File: src/rtl/divmmc_spi_pkg.sv
// Shared constants for the DivMMC SD-card SPI responder: default port
// addresses, idle byte value and the byte-engine state encoding.
package divmmc_spi_pkg;

  localparam logic [7:0] PORT_CS_DEF   = 8'hE7;
  localparam logic [7:0] PORT_DATA_DEF = 8'hEB;
  localparam logic [7:0] BYTE_RST      = 8'hFF;

  localparam logic [1:0] ST_IDLE = 2'd0;
  localparam logic [1:0] ST_LOW  = 2'd1;
  localparam logic [1:0] ST_HIGH = 2'd2;

  // Divider needs at least one bit even when DIV is 0.
  function automatic int div_width(input int div);
    return (div < 1) ? 1 : $clog2(div + 1);
  endfunction

endpackage

File: src/rtl/divmmc_spi_byte_shifter.sv
// Mode-0 SPI byte engine: one MSB-first 8-bit exchange per start pulse,
// each clock half-period lasting DIV+1 ce ticks.
//
//   state   | meaning
//   --------+------------------------------------------------
//   IDLE    | no exchange; ck=0, mosi=1
//   LOW     | ck low, mosi holds current bit; ends by raising ck
//   HIGH    | ck high, miso already sampled; ends by lowering ck
module divmmc_spi_byte_shifter
  import divmmc_spi_pkg::*;
#(
  parameter int DIV = 0
) (
  input  logic       clock,
  input  logic       reset,
  input  logic       ce,
  input  logic       start,
  input  logic [7:0] tx,
  input  logic       miso,
  output logic       busy,
  output logic       done,
  output logic [7:0] rx,
  output logic       ck,
  output logic       mosi
);

  localparam int            DW      = div_width(DIV);
  localparam logic [DW-1:0] DIV_END = DW'(DIV);

  logic [1:0]    state_q, state_d;
  logic [DW-1:0] div_q, div_d;
  logic [2:0]    cnt_q, cnt_d;
  logic [7:0]    shift_q, shift_d;
  logic          ck_q, ck_d;
  logic          mosi_q, mosi_d;
  logic          phase_end;

  assign phase_end = (div_q == DIV_END);

  always_comb begin
    state_d = state_q;
    div_d   = div_q;
    cnt_d   = cnt_q;
    shift_d = shift_q;
    ck_d    = ck_q;
    mosi_d  = mosi_q;
    done    = 1'b0;
    if (ce) begin
      case (state_q)
        ST_IDLE: begin
          if (start) begin
            shift_d = tx;
            mosi_d  = tx[7];
            ck_d    = 1'b0;
            cnt_d   = 3'd0;
            div_d   = '0;
            state_d = ST_LOW;
          end
        end
        ST_LOW: begin
          if (phase_end) begin
            ck_d    = 1'b1;
            shift_d = {shift_q[6:0], miso};
            div_d   = '0;
            state_d = ST_HIGH;
          end else begin
            div_d = div_q + 1'b1;
          end
        end
        ST_HIGH: begin
          if (phase_end) begin
            ck_d  = 1'b0;
            div_d = '0;
            if (cnt_q == 3'd7) begin
              mosi_d  = 1'b1;
              done    = 1'b1;
              state_d = ST_IDLE;
            end else begin
              // shift_q[7] is already the next bit: the shift happened at LOW end.
              cnt_d   = cnt_q + 3'd1;
              mosi_d  = shift_q[7];
              state_d = ST_LOW;
            end
          end else begin
            div_d = div_q + 1'b1;
          end
        end
        default: state_d = ST_IDLE;
      endcase
    end
  end

  always_ff @(posedge clock or posedge reset) begin
    if (reset) begin
      state_q <= ST_IDLE;
      div_q   <= '0;
      cnt_q   <= 3'd0;
      shift_q <= BYTE_RST;
      ck_q    <= 1'b0;
      mosi_q  <= 1'b1;
    end else begin
      state_q <= state_d;
      div_q   <= div_d;
      cnt_q   <= cnt_d;
      shift_q <= shift_d;
      ck_q    <= ck_d;
      mosi_q  <= mosi_d;
    end
  end

  assign busy = (state_q != ST_IDLE);
  assign rx   = shift_q;
  assign ck   = ck_q;
  assign mosi = mosi_q;

endmodule

File: src/rtl/divmmc_spi.sv
// DivMMC SD-card responder: decodes Z80 I/O on the chip-select and data
// ports, holds the card selects and last received byte, drives the SPI engine.
module divmmc_spi
  import divmmc_spi_pkg::*;
#(
  parameter int         DIV       = 0,
  parameter logic [7:0] PORT_CS   = PORT_CS_DEF,
  parameter logic [7:0] PORT_DATA = PORT_DATA_DEF
) (
  input  logic        clock,
  input  logic        reset,
  input  logic        ce,
  input  logic        iorq,
  input  logic        rd,
  input  logic        wr,
  input  logic [15:0] a,
  input  logic [7:0]  d,
  output logic [7:0]  q,
  output logic        oe,
  output logic        busy,
  output logic [1:0]  cs,
  output logic        ck,
  output logic        mosi,
  input  logic        miso
);

  logic       io_cs, io_dt, acc, acc_edge;
  logic       accd_q, accd_d;
  logic [1:0] cs_q, cs_d;
  logic [7:0] q_q, q_d;
  logic       start, done;
  logic [7:0] tx, rx;
  logic       unused_a_hi;

  assign unused_a_hi = ^a[15:8];

  assign io_cs    = !iorq && (a[7:0] == PORT_CS);
  assign io_dt    = !iorq && (a[7:0] == PORT_DATA);
  assign oe       = io_dt && !rd;
  assign acc      = (io_cs || io_dt) && (!rd || !wr);
  // Act once per I/O cycle no matter how many wait-state ce ticks it spans.
  assign acc_edge = acc && !accd_q;

  assign start = ce && acc_edge && io_dt && !busy;
  assign tx    = !wr ? d : BYTE_RST;

  always_comb begin
    accd_d = accd_q;
    cs_d   = cs_q;
    q_d    = q_q;
    if (ce) begin
      accd_d = acc;
      if (acc_edge && io_cs && !wr) cs_d = d[1:0];
    end
    if (done) q_d = rx;
  end

  always_ff @(posedge clock or posedge reset) begin
    if (reset) begin
      accd_q <= 1'b0;
      cs_q   <= 2'b11;
      q_q    <= BYTE_RST;
    end else begin
      accd_q <= accd_d;
      cs_q   <= cs_d;
      q_q    <= q_d;
    end
  end

  divmmc_spi_byte_shifter #(.DIV(DIV)) u_shifter (
    .clock (clock),
    .reset (reset),
    .ce    (ce),
    .start (start),
    .tx    (tx),
    .miso  (miso),
    .busy  (busy),
    .done  (done),
    .rx    (rx),
    .ck    (ck),
    .mosi  (mosi)
  );

  assign q  = q_q;
  assign cs = cs_q;

endmodule

File: config.mk
export PLATFORM = sky130hd
export DESIGN_NAME = divmmc_spi
export DESIGN_NICKNAME = d
export VERILOG_FILES = /design/src/rtl/divmmc_spi_pkg.sv /design/src/rtl/divmmc_spi_byte_shifter.sv /design/src/rtl/divmmc_spi.sv
export SDC_FILE = /design/constraint.sdc
export NUM_CORES = 1
export LEC_CHECK = 0
export ABC_AREA = 1
export BUFFER_PORTS_ARGS = -buffer_cell sky130_fd_sc_hd__buf_2
export CAP_MARGIN = 15
export CORE_AREA = 2 2 55 82
export DETAILED_ROUTE_END_ITERATION = 8
export DIE_AREA = 0 0 57 84
export MAX_ROUTING_LAYER = met4
export PLACE_DENSITY = 0.65
export SLEW_MARGIN = 20
export SYNTH_ARGS = -nofsm -noshare
export SYNTH_HDL_FRONTEND = slang
export SYNTH_SLANG_ARGS = --single-unit
export TNS_END_PERCENT = 10
File: constraint.sdc
create_clock -name clock -period 1.7 [get_ports clock]
set_input_delay 0.34 -clock clock [delete_from_list [all_inputs] [get_ports clock]]
set_output_delay 0.34 -clock clock [all_outputs]
set_load 0.01 [all_outputs]
# Word level (Yosys, flattened, before mapping)
# Index checks and enable logic that the tools add are counted.
[word_totals] in_bits=31 register_bits=27 output_inout_bits=14 word_cells=78
[op_classes] eq_ne=9 muxes=27 n_addsub=2 n_reduce_logical=31
[op_table] operator="2-to-1 mux 8 bit" n=3
[op_table] operator="equality test 8 bit (second input constant)" n=2
[op_table] operator="one-hot mux 8 bit (2 select lines)" n=1
[op_table] operator="2-to-1 mux 1 bit" n=12
[op_table] operator="AND reduction 4 bit" n=3
[op_table] operator="logical AND 1 bit" n=10
[op_table] operator="AND reduction 5 bit" n=2
[op_table] operator="2-to-1 mux 3 bit" n=3
[op_table] operator="!= test 2 bit (second input constant)" n=4
[op_table] operator="nonzero test 2 bit" n=4
[op_table] operator="2-to-1 mux 2 bit" n=3
[op_table] operator="one-hot mux 2 bit (3 select lines)" n=1
[op_table] operator="one-hot mux 3 bit (2 select lines)" n=1
[op_table] operator="zero test 1 bit" n=5
[op_table] operator="one-hot mux 1 bit (2 select lines)" n=2
[op_table] operator="adder 3 x 1 -> 3 bit (second input constant)" n=1
[op_table] operator="equality test 3 bit (second input constant)" n=1
[op_table] operator="one-hot mux 1 bit (3 select lines)" n=1
[op_table] operator="AND reduction 3 bit" n=1
[op_table] operator="nonzero test 3 bit" n=1
[op_table] operator="equality test 2 x 1 -> 1 bit (second input constant)" n=1
[op_table] operator="equality test 2 bit (second input constant)" n=1
[op_table] operator="zero test 2 bit" n=1
[op_table] operator="logical OR 1 bit" n=2
[op_table] operator="3 further kinds" n=3

# Depth between registers and ports, before layout
# Gate-level depths: netlist of the first run.
[depth] depth_word=10 depth_mapped=11

# Modules after synthesis
# From an unflattened synthesis of the first run, not the netlist that was laid out.
[hier_totals] cells_unflattened=178 hier_area_um2=1431.4
[by_module_without_submodules] module="divmmc_spi_byte_shifter" seq_area_each_um2=386.6 cells_per_inst=112 area_per_inst_um2=827.0 instances=1
[by_module_without_submodules] module="divmmc_spi" seq_area_each_um2=287.8 cells_per_inst=66 area_per_inst_um2=604.3 instances=1

# Worst setup path after synthesis of the first run
# Ideal clock, no wire load.
[synth_timing] path_type="reg2reg" from="register u_shifter.cnt_q[0]" to="register q_q[6], in the netlist q[6]" path_buffers=0 stages_incl_launch_ff=7 arrival_time_ns=1.295 setup_slack_ns=0.323 cell_sequence="dfrtp_1 > ha_1 > ha_1 > nand2_1 > inv_1 > nand2_1 > mux2_2"
[synth_via] elab_chain_len=5
[synth_rtl] element="start, declared" line_no="divmmc_spi_byte_shifter.sv:32" text="logic [2:0] cnt_q, cnt_d;"
[synth_rtl] element="start signal, assigned" line_no="divmmc_spi_byte_shifter.sv:104" text="cnt_q <= cnt_d;"
[synth_rtl] element="equality test 3 bit" line_no="divmmc_spi_byte_shifter.sv:74" text="if (cnt_q == 3'd7) begin"
[synth_rtl] element="2-to-1 mux 1 bit" line_no="divmmc_spi_byte_shifter.sv:74"
[synth_rtl] element="2-to-1 mux 1 bit" line_no="divmmc_spi_byte_shifter.sv:71" text="if (phase_end) begin"
[synth_rtl] element="2-to-1 mux 1 bit" line_no="divmmc_spi_byte_shifter.sv:49" text="case (state_q)"
[synth_rtl] element="2-to-1 mux 1 bit" line_no="divmmc_spi_byte_shifter.sv:48" text="if (ce) begin"
[synth_rtl] element="end signal, assigned" line_no="divmmc_spi.sv:66" text="q_q <= q_d;"
[synth_rtl] element="end, declared" line_no="divmmc_spi.sv:30" text="logic [7:0] q_q, q_d;"
# No other way between the ends.
# A chain may end at the register's enable or synchronous reset.

# Worst setup path in the final report of the first run
[layout_timing] from="register u_shifter.cnt_q[0]" to="register u_shifter.cnt_q[1]"
[layout_via] elab_chain_len=4 elab_cells_between_ends=7 cone_classes="add/sub (1); eq/ne (2); mux (3); reduce/logical (1)"
[layout_rtl] element="adder 3 x 1 -> 3 bit" line_no="divmmc_spi_byte_shifter.sv:80" text="cnt_d = cnt_q + 3'd1;"
[layout_rtl] element="2-to-1 mux 3 bit" line_no="divmmc_spi_byte_shifter.sv:74"
[layout_rtl] element="2-to-1 mux 3 bit" line_no="divmmc_spi_byte_shifter.sv:71"
[layout_rtl] element="one-hot mux 3 bit (2 select lines)" line_no="divmmc_spi_byte_shifter.sv:49"
# Parallel ways exist; a longest one is shown, timed or not. The select of a mux whose other input is x is not followed.

==> results of run 1 <==
-- metrics by stage --
step / instance area [um2] / power, mW
2_1_floorplan: 1368 / 1.571
3_3_place_gp: 1615 / 1.777
3_5_place_dp: 1615 / 1.787
4_1_cts: 1687 / 2.308
5_1_grt: 1687 / 2.462
6_report: 1687 / 2.288
-- worst max-delay path: cells and delay by family (launching register included) --
kind,cells,cell delay [ns]
buffers and inverters,1,0.05
flip-flops,1,0.41
adder cells (fa/ha/maj),2,0.40
AO/OA/AOI/OAI,1,0.06
AND/OR/NAND/NOR,4,0.44
-- path summary, 6_finish.rpt --
check | start | endpoint | slack (ns) | cells past startpoint
max | u_shifter.cnt_q[0] | u_shifter.cnt_q[1] | 0.23 | 8
min reg2reg | cs[1] | cs[1] | 0.46 | 2
min | reset | u_shifter.cnt_q[1] | 0.10 | 3
max reg2reg | u_shifter.cnt_q[0] | u_shifter.cnt_q[1] | 0.23 | 8
max in group asynchronous | reset | u_shifter.rx[1] | 1.30 | 3
min in group clock | d[1] | cs[1] | 0.31 | 3
-- registers in the layout, indices dropped and copies added, names as in the netlist --
| register | count |
|---|---|
| cs | 2 |
| q | 8 |
| u_shifter.mosi | 1 |
| accd_q | 1 |
| u_shifter.state_q | 2 |
| u_shifter.rx | 8 |
| u_shifter.cnt_q | 3 |
| u_shifter.ck | 1 |
-- layer usage --
metal  wire length (um)  vias up  global-route usage [%]
met2               1432       30                   21.63
li1                   -      628                       -
met4                 54        0                   6.342
met1               1233      549                   15.41
met3                124        5                   1.705
met5                  0        -                       -
-- cells by family after synthesis --
group	count (synthesis)	synth area share, %
multiplexers	2	1.647
AO/OA/AOI/OAI	32	12.44
AND/OR/NAND/NOR	78	25.62
flip-flops	26	49.31
adder cells (fa/ha/maj)	2	1.830
buffers and inverters	30	9.148
-- cell usage in the layout (no fill, tap or decap) --
master / instances
sky130_fd_sc_hd__inv_1: 23
sky130_fd_sc_hd__mux2_2: 2
sky130_fd_sc_hd__dfrtp_1: 7
sky130_fd_sc_hd__nor2_2: 1
sky130_fd_sc_hd__nand2_1: 43
sky130_fd_sc_hd__nor3_1: 2
sky130_fd_sc_hd__nor2_1: 13
sky130_fd_sc_hd__buf_2: 36
sky130_fd_sc_hd__buf_4: 6
sky130_fd_sc_hd__o21ai_0: 18
sky130_fd_sc_hd__nor2_4: 1
sky130_fd_sc_hd__dfstp_2: 19
sky130_fd_sc_hd__clkbuf_8: 3
sky130_fd_sc_hd__nand3_1: 3
sky130_fd_sc_hd__o21ai_1: 9
sky130_fd_sc_hd__bufinv_16: 1
sky130_fd_sc_hd__o21a_1: 1
sky130_fd_sc_hd__nand4_1: 12
sky130_fd_sc_hd__inv_2: 1
sky130_fd_sc_hd__o21ai_2: 1
sky130_fd_sc_hd__nand3_2: 1
sky130_fd_sc_hd__a21oi_2: 1
sky130_fd_sc_hd__ha_1: 2
sky130_fd_sc_hd__a21oi_1: 2
sky130_fd_sc_hd__nand2_2: 2
-- area by class of cell --
class	instances	area, um2	share of cell area (%)
Tap cell	46	57.56	3.412
Multi-Input combinational cell	114	568.0	33.68
Clock buffer	3	41.29	2.448
Timing Repair Buffer	42	225.2	13.35
Inverter	24	90.09	5.341
Sequential cell	26	674.4	39.99
Clock inverter	1	30.03	1.780
-- power breakdown --
group / switching, mW / leakage, nW / internal, mW / total [mW]
Sequential: 0.121 / 0.291 / 0.866 / 0.987
Clock: 0.197 / 0.0357 / 0.315 / 0.512
Combinational: 0.501 / 0.536 / 0.287 / 0.789
Total: 0.819 / 0.863 / 1.47 / 2.29
==> out/results.txt, run 1 <==
The run finished with clean final reports. The run gives 1,122 as the via count of the first global-routing pass. The fraction of post-synthesis cell area in the top cell type by area works out to 36.51%.

The critical path in this run is classified as reg -> reg. Initial DRC count: 24. The library cell used as clock root buffer was sky130_fd_sc_hd__clkbuf_8.

Vertical die dimension: 84 um. After detailed routing, the average wire length per cell comes to 11.11 um. The max-cap check violation count is 0, and the power per cell area is 1356 nW/um2. Counting along the longest clock path gives a buffer depth of 2. Most frequent cell after synthesis: sky130_fd_sc_hd__nand2_1. The total overflow left after global routing is 0.

The cell count after synthesis came out at 170. The critical path goes through ha_1 -> ha_1 -> nand2_1 -> inv_1 -> nor3_1 -> nand2_1 -> nand2_1 -> o21ai_1. Summed over all nets, the half-perimeter wirelength after detailed placement is 2212 um. The floorplan step defined a core boundary enclosing 4136 um2. The tools report the initial antenna violation count as 0. The minimum hold slack was 0.1020 ns; the global-route usage over all layers was 13.09%. In the finished design, the share of the clock period the worst path needs comes to 86.63%. The cell taking the most area after synthesis was sky130_fd_sc_hd__dfstp_2. The post-detailed-route count of antenna-violating nets is 0, and the post-layout utilization of the core is 40.77%. The most numerous cell on the critical path was sky130_fd_sc_hd__nand2_1. The post-synth design cell area is 1368 um2. Across the routed clock network, the largest skew measured is 0.009671 ns. The synthesized netlist contains 25 unique library cells. From synthesis to final layout, the design area changed by 23.33%. The routed design has 2845 um of wire.

At the worst endpoint, the arrival time is 1.64 ns. Once routing completed, OpenROAD measured the worst setup slack at 0.2273 ns. The synthesized design contains 26 register bits. The required time of the critical path was 1.87 ns. For this run, the slowest stage of the critical path takes 0.41 ns. The die width came out at 57 um.

For the antenna diode instance count, the log shows 0. The pin count of the biggest net entering global routing came out at 27. Synthesis produced a netlist with a net count of 203. The logs give 451 for the number of inserted filler cells in the final layout and 0.08878 ns for the minimum setup slack after placement. Of the synthesized area, sequential elements account for 49.31%. The logs give 4 for the first-pass iteration count of the detailed router and 1,212 for the count of vias placed by the detailed router. The tools report the maximum level of the CTS H-tree as 1. The async set or reset register ratio after synthesis was 100.0%; the routability congestion estimate was 0.8310. Post-CTS timing repair inserted 0 buffers for setup. Dividing the synthesized area by the synthesized cell count gives 8.044 um2. For this configuration, the core starts out at a cell density of 33.06%. The floorplan die area is 4788 um2, and the count of flip-flops with a built-in enable after synthesis is 0.

Startpoint type of the worst setup path: a flip-flop. Hold repair after CTS inserted 0 buffers. The number of sinks on the clock net came out at 26. The tools report the number of cells in the design after placement as 252. The logs give 0 ns for the final setup TNS and 4857 um for the global-route wire length before repair. The top-level port count came out at 45. In this run the tool buffered the top-level ports with 36 buffer cells. Post-layout minimum cycle time: 1.473 ns.

In this run, CTS created clock tree buffers numbering 3. TritonCTS built the clock tree. By area the synthesized netlist is led by sky130_fd_sc_hd__dfstp_2 37%, sky130_fd_sc_hd__dfrtp_1 13%, sky130_fd_sc_hd__nand2_1 12%.

The run gives 244 as the final net count. The floorplan has 29 rows. The number of endpoints with negative hold slack in the final report was 0.

The total DRC errors in the routed layout came out at 0. Of all nets on the critical path, the largest fanout is 7. Clock latency on the worst-skew pair, taken at its later pin, is 0.28 ns. Final-report setup violation count: 0. The tools report the number of cells in the finished layout apart from fillers as 256.

In the final layout, the share of cells above drive strength 1 is 35.71%. The worst-case IR drop observed on VDD is 0.0005942 V. Dividing the detail-routed via count by the number of cells gives 4.734. For this run, the top clock speed supported by timing is 0.6790 GHz. The leakage component of the power is 0.8633 nW. The run gives 0 as the number of warnings reported in the yosys synthesis log. Most used flip-flop cell after synthesis: sky130_fd_sc_hd__dfstp_2. For the pin with the worst max-slew slack, the measured transition is 0.3223 ns. The slowest stage of the critical path belongs to the cell sky130_fd_sc_hd__dfrtp_1. The worst setup path is captured at a flip-flop.

After clock tree synthesis, the clock-pin slew on the worst setup and hold paths is 0.09 ns. Setup repair after global routing left no endpoint under its margin. Counting instances in the post-synthesis netlist gives the leading cell types as 43 x sky130_fd_sc_hd__nand2_1, 23 x sky130_fd_sc_hd__inv_1, 19 x sky130_fd_sc_hd__dfstp_2, 18 x sky130_fd_sc_hd__o21ai_0, 13 x sky130_fd_sc_hd__nor2_1.

The total of cells resized after clock tree synthesis came out at 0. The path class of the tightest hold or removal check is in -> async. The max-slew violation count is 0. The tools report the worst relative slew slack as 78.52%.
Power figures use the tool's default switching activity.
==> inputs of run 2 (changes only) <==
Settings changed: GPL_TIMING_DRIVEN set to 0.
==> out/results.txt, run 2 (synthesis results as in run 1) <==
After clock tree synthesis, the repair step resized 0 gates. Entering global routing, the biggest net connects 27 pins. At the pin with the least slew margin, the transition time is 0.9173 ns.

The period utilization was 88.94%; the post-layout minimum cycle time was 1.512 ns. The maximum root-to-sink buffer count was 2; the final setup TNS was 0 ns. The run gives 1,211 as the via count of the first global-routing pass. STA classifies the critical path endpoint as a flip-flop. Clock-pin slew was measured on the worst setup and hold paths at 0.09 ns.

The min-delay analysis places its worst path in the category in -> async. For this design the static power due to leakage is 0.8438 nW. For the worst setup path, the data arrival time is 1.67 ns. The logs give 29 for the initial DRC count and 0 for the residual overflow from global routing.

In the final routed layout, each cell accounts on average for 11.32 um. Measured along the x axis, the die boundary spans 57 um. Counting stages on the worst path, the most repeated cell is sky130_fd_sc_hd__nand2_1.

Row generation in the floorplan step produced 29 rows. VDD sags by at most 0.0005941 V. The ratio of routed vias to standard cells works out to 4.863.

For the total DRC errors in the routed layout, the log shows 0. The worst setup path is launched from a flip-flop. The relative area change from synthesis to final layout is 21.41%, and the first-pass iteration count of the detailed router is 4. The fraction of final layout cells sized beyond drive strength 1 was 35.41%; the final-report setup violation count was 0. The vertical die dimension works out to 84 um.

The maximum single-stage delay on the critical path works out to 0.41 ns. Setup clock skew after layout: 0.002457 ns. The critical path goes through ha_1 -> ha_1 -> nand2_1 -> inv_1 -> nor3_1 -> nand2_1 -> nand2_1 -> o21ai_1. 0 antenna diodes ended up in the layout. The post-detailed-route count of antenna-violating nets was 0.

Summed over all nets, the half-perimeter wirelength after detailed placement is 2262 um. The run gives 1600 um2 as the total placed instance area. The final layout contains 243 nets. The floorplan step defined a core boundary enclosing 4136 um2. The worst relative slew slack is 38.47%.

For the maximum level of the CTS H-tree, the log shows 1. The run finished with clean final reports. Clock tree synthesis selected as its root buffer the cell sky130_fd_sc_hd__clkbuf_8. The first global-routing pass estimated 5285 um of wire. The peak fanout along the critical path works out to 7.

The power per cell area was 1319 nW/um2; the count of vias placed by the detailed router was 1,240. The tools report the top-level port count as 45. Most frequent standard cell in the layout excluding fill and tap cells: sky130_fd_sc_hd__nand2_1. The max-slew violation count came out at 0.

The initial antenna violation count is 0. The logs give 0.6614 GHz for the timing-limited maximum frequency and 0 for the post-CTS setup repair buffer count. The finished layout cell area was 1660 um2; the initial standard-cell utilization of the core was 33.06%.

Clock tree synthesis found a total of 26 sinks. Setup repair after global routing left no endpoint under its margin. In this run the tool buffered the top-level ports with 35 buffer cells. The floorplan step defined a die boundary enclosing 4788 um2. The tools report the number of endpoints with negative hold slack in the final report as 0.

Type of the worst setup path: reg -> reg. The filler cells instantiated in the layout total 452. In the layout the commonest cells are 42 x sky130_fd_sc_hd__nand2_1, 37 x sky130_fd_sc_hd__buf_2, 22 x sky130_fd_sc_hd__inv_1. Wire length reported by the detailed router: 2886 um. The post-layout utilization of the core came out at 40.14%. The clock latency of the later-clocked register in the worst-skew pair came out at 0.27 ns. Global-route usage over all layers: 13.87%.

Buffers inserted to repair hold after CTS numbered 0. The required time of the critical path is 1.86 ns. TritonCTS built the clock tree.

Routability-driven placement finished with a final weighted congestion of 0.7881. The logs give 0 for the max-cap check violation count and 3 for the number of buffers created by CTS. On the critical path, the stage with the largest delay is an instance of sky130_fd_sc_hd__dfrtp_1.
run 2: per-stage QoR:
stage	setup WS, ns	instances	hold WS, ns	total power, mW
finish	0.1880	255	0.1501	2.189
global route	0.03992	255	0.2036	2.378
CTS	0.1118	255	0.3108	2.222
detailed placement	0.1432	251	0.4545	1.809
global placement	0.1816	251	0.4471	1.788
floorplan	0.3225	170	0.3659	1.571
run 2: worst max-delay path, delay by kind of cell (launching register included):
family,cells,cell delay [ns]
buffers and inverters,1,0.06
AO/OA/AOI/OAI,1,0.06
AND/OR/NAND/NOR,4,0.46
adder cells (fa/ha/maj),2,0.40
flip-flops,1,0.41
run 2: cell type report:
type | instances | area [um2] | area share [%]
Sequential cell | 26 | 674.4 | 40.62
Multi-Input combinational cell | 114 | 570.5 | 34.36
Timing Repair Buffer | 35 | 175.2 | 10.55
Inverter | 24 | 90.09 | 5.426
Tap cell | 46 | 57.56 | 3.466
Clock buffer | 4 | 55.05 | 3.316
Buffer | 6 | 37.54 | 2.261
run 2: power by group:
group / switching (mW) / internal, mW / leakage (nW)
sequential: 0.116 / 0.866 / 0.291
clock: 0.191 / 0.207 / 0.0288
combinational: 0.513 / 0.297 / 0.524
run 2: final timing paths:
| kind | startpoint | end | slack, ns | cells past startpoint |
|---|---|---|---|---|
| max reg2reg | u_shifter.cnt_q[0] | u_shifter.cnt_q[2] | 0.19 | 8 |
| min | reset | u_shifter.cnt_q[2] | 0.15 | 2 |
| min in group clock | d[0] | cs[0] | 0.31 | 3 |
| min reg2reg | cs[0] | cs[0] | 0.46 | 2 |
| max | u_shifter.cnt_q[0] | u_shifter.cnt_q[2] | 0.19 | 8 |
| max in group asynchronous | reset | accd_q | 1.12 | 2 |
run 2: routing by layer:
metal  routed length (um)  vias up  GRT usage [%]
met5                    0        -              -
met4                   22        0          4.017
met3                  129        4          1.085
met2                 1493       36          23.72
met1                 1240      571          17.31
li1                     -      629              -
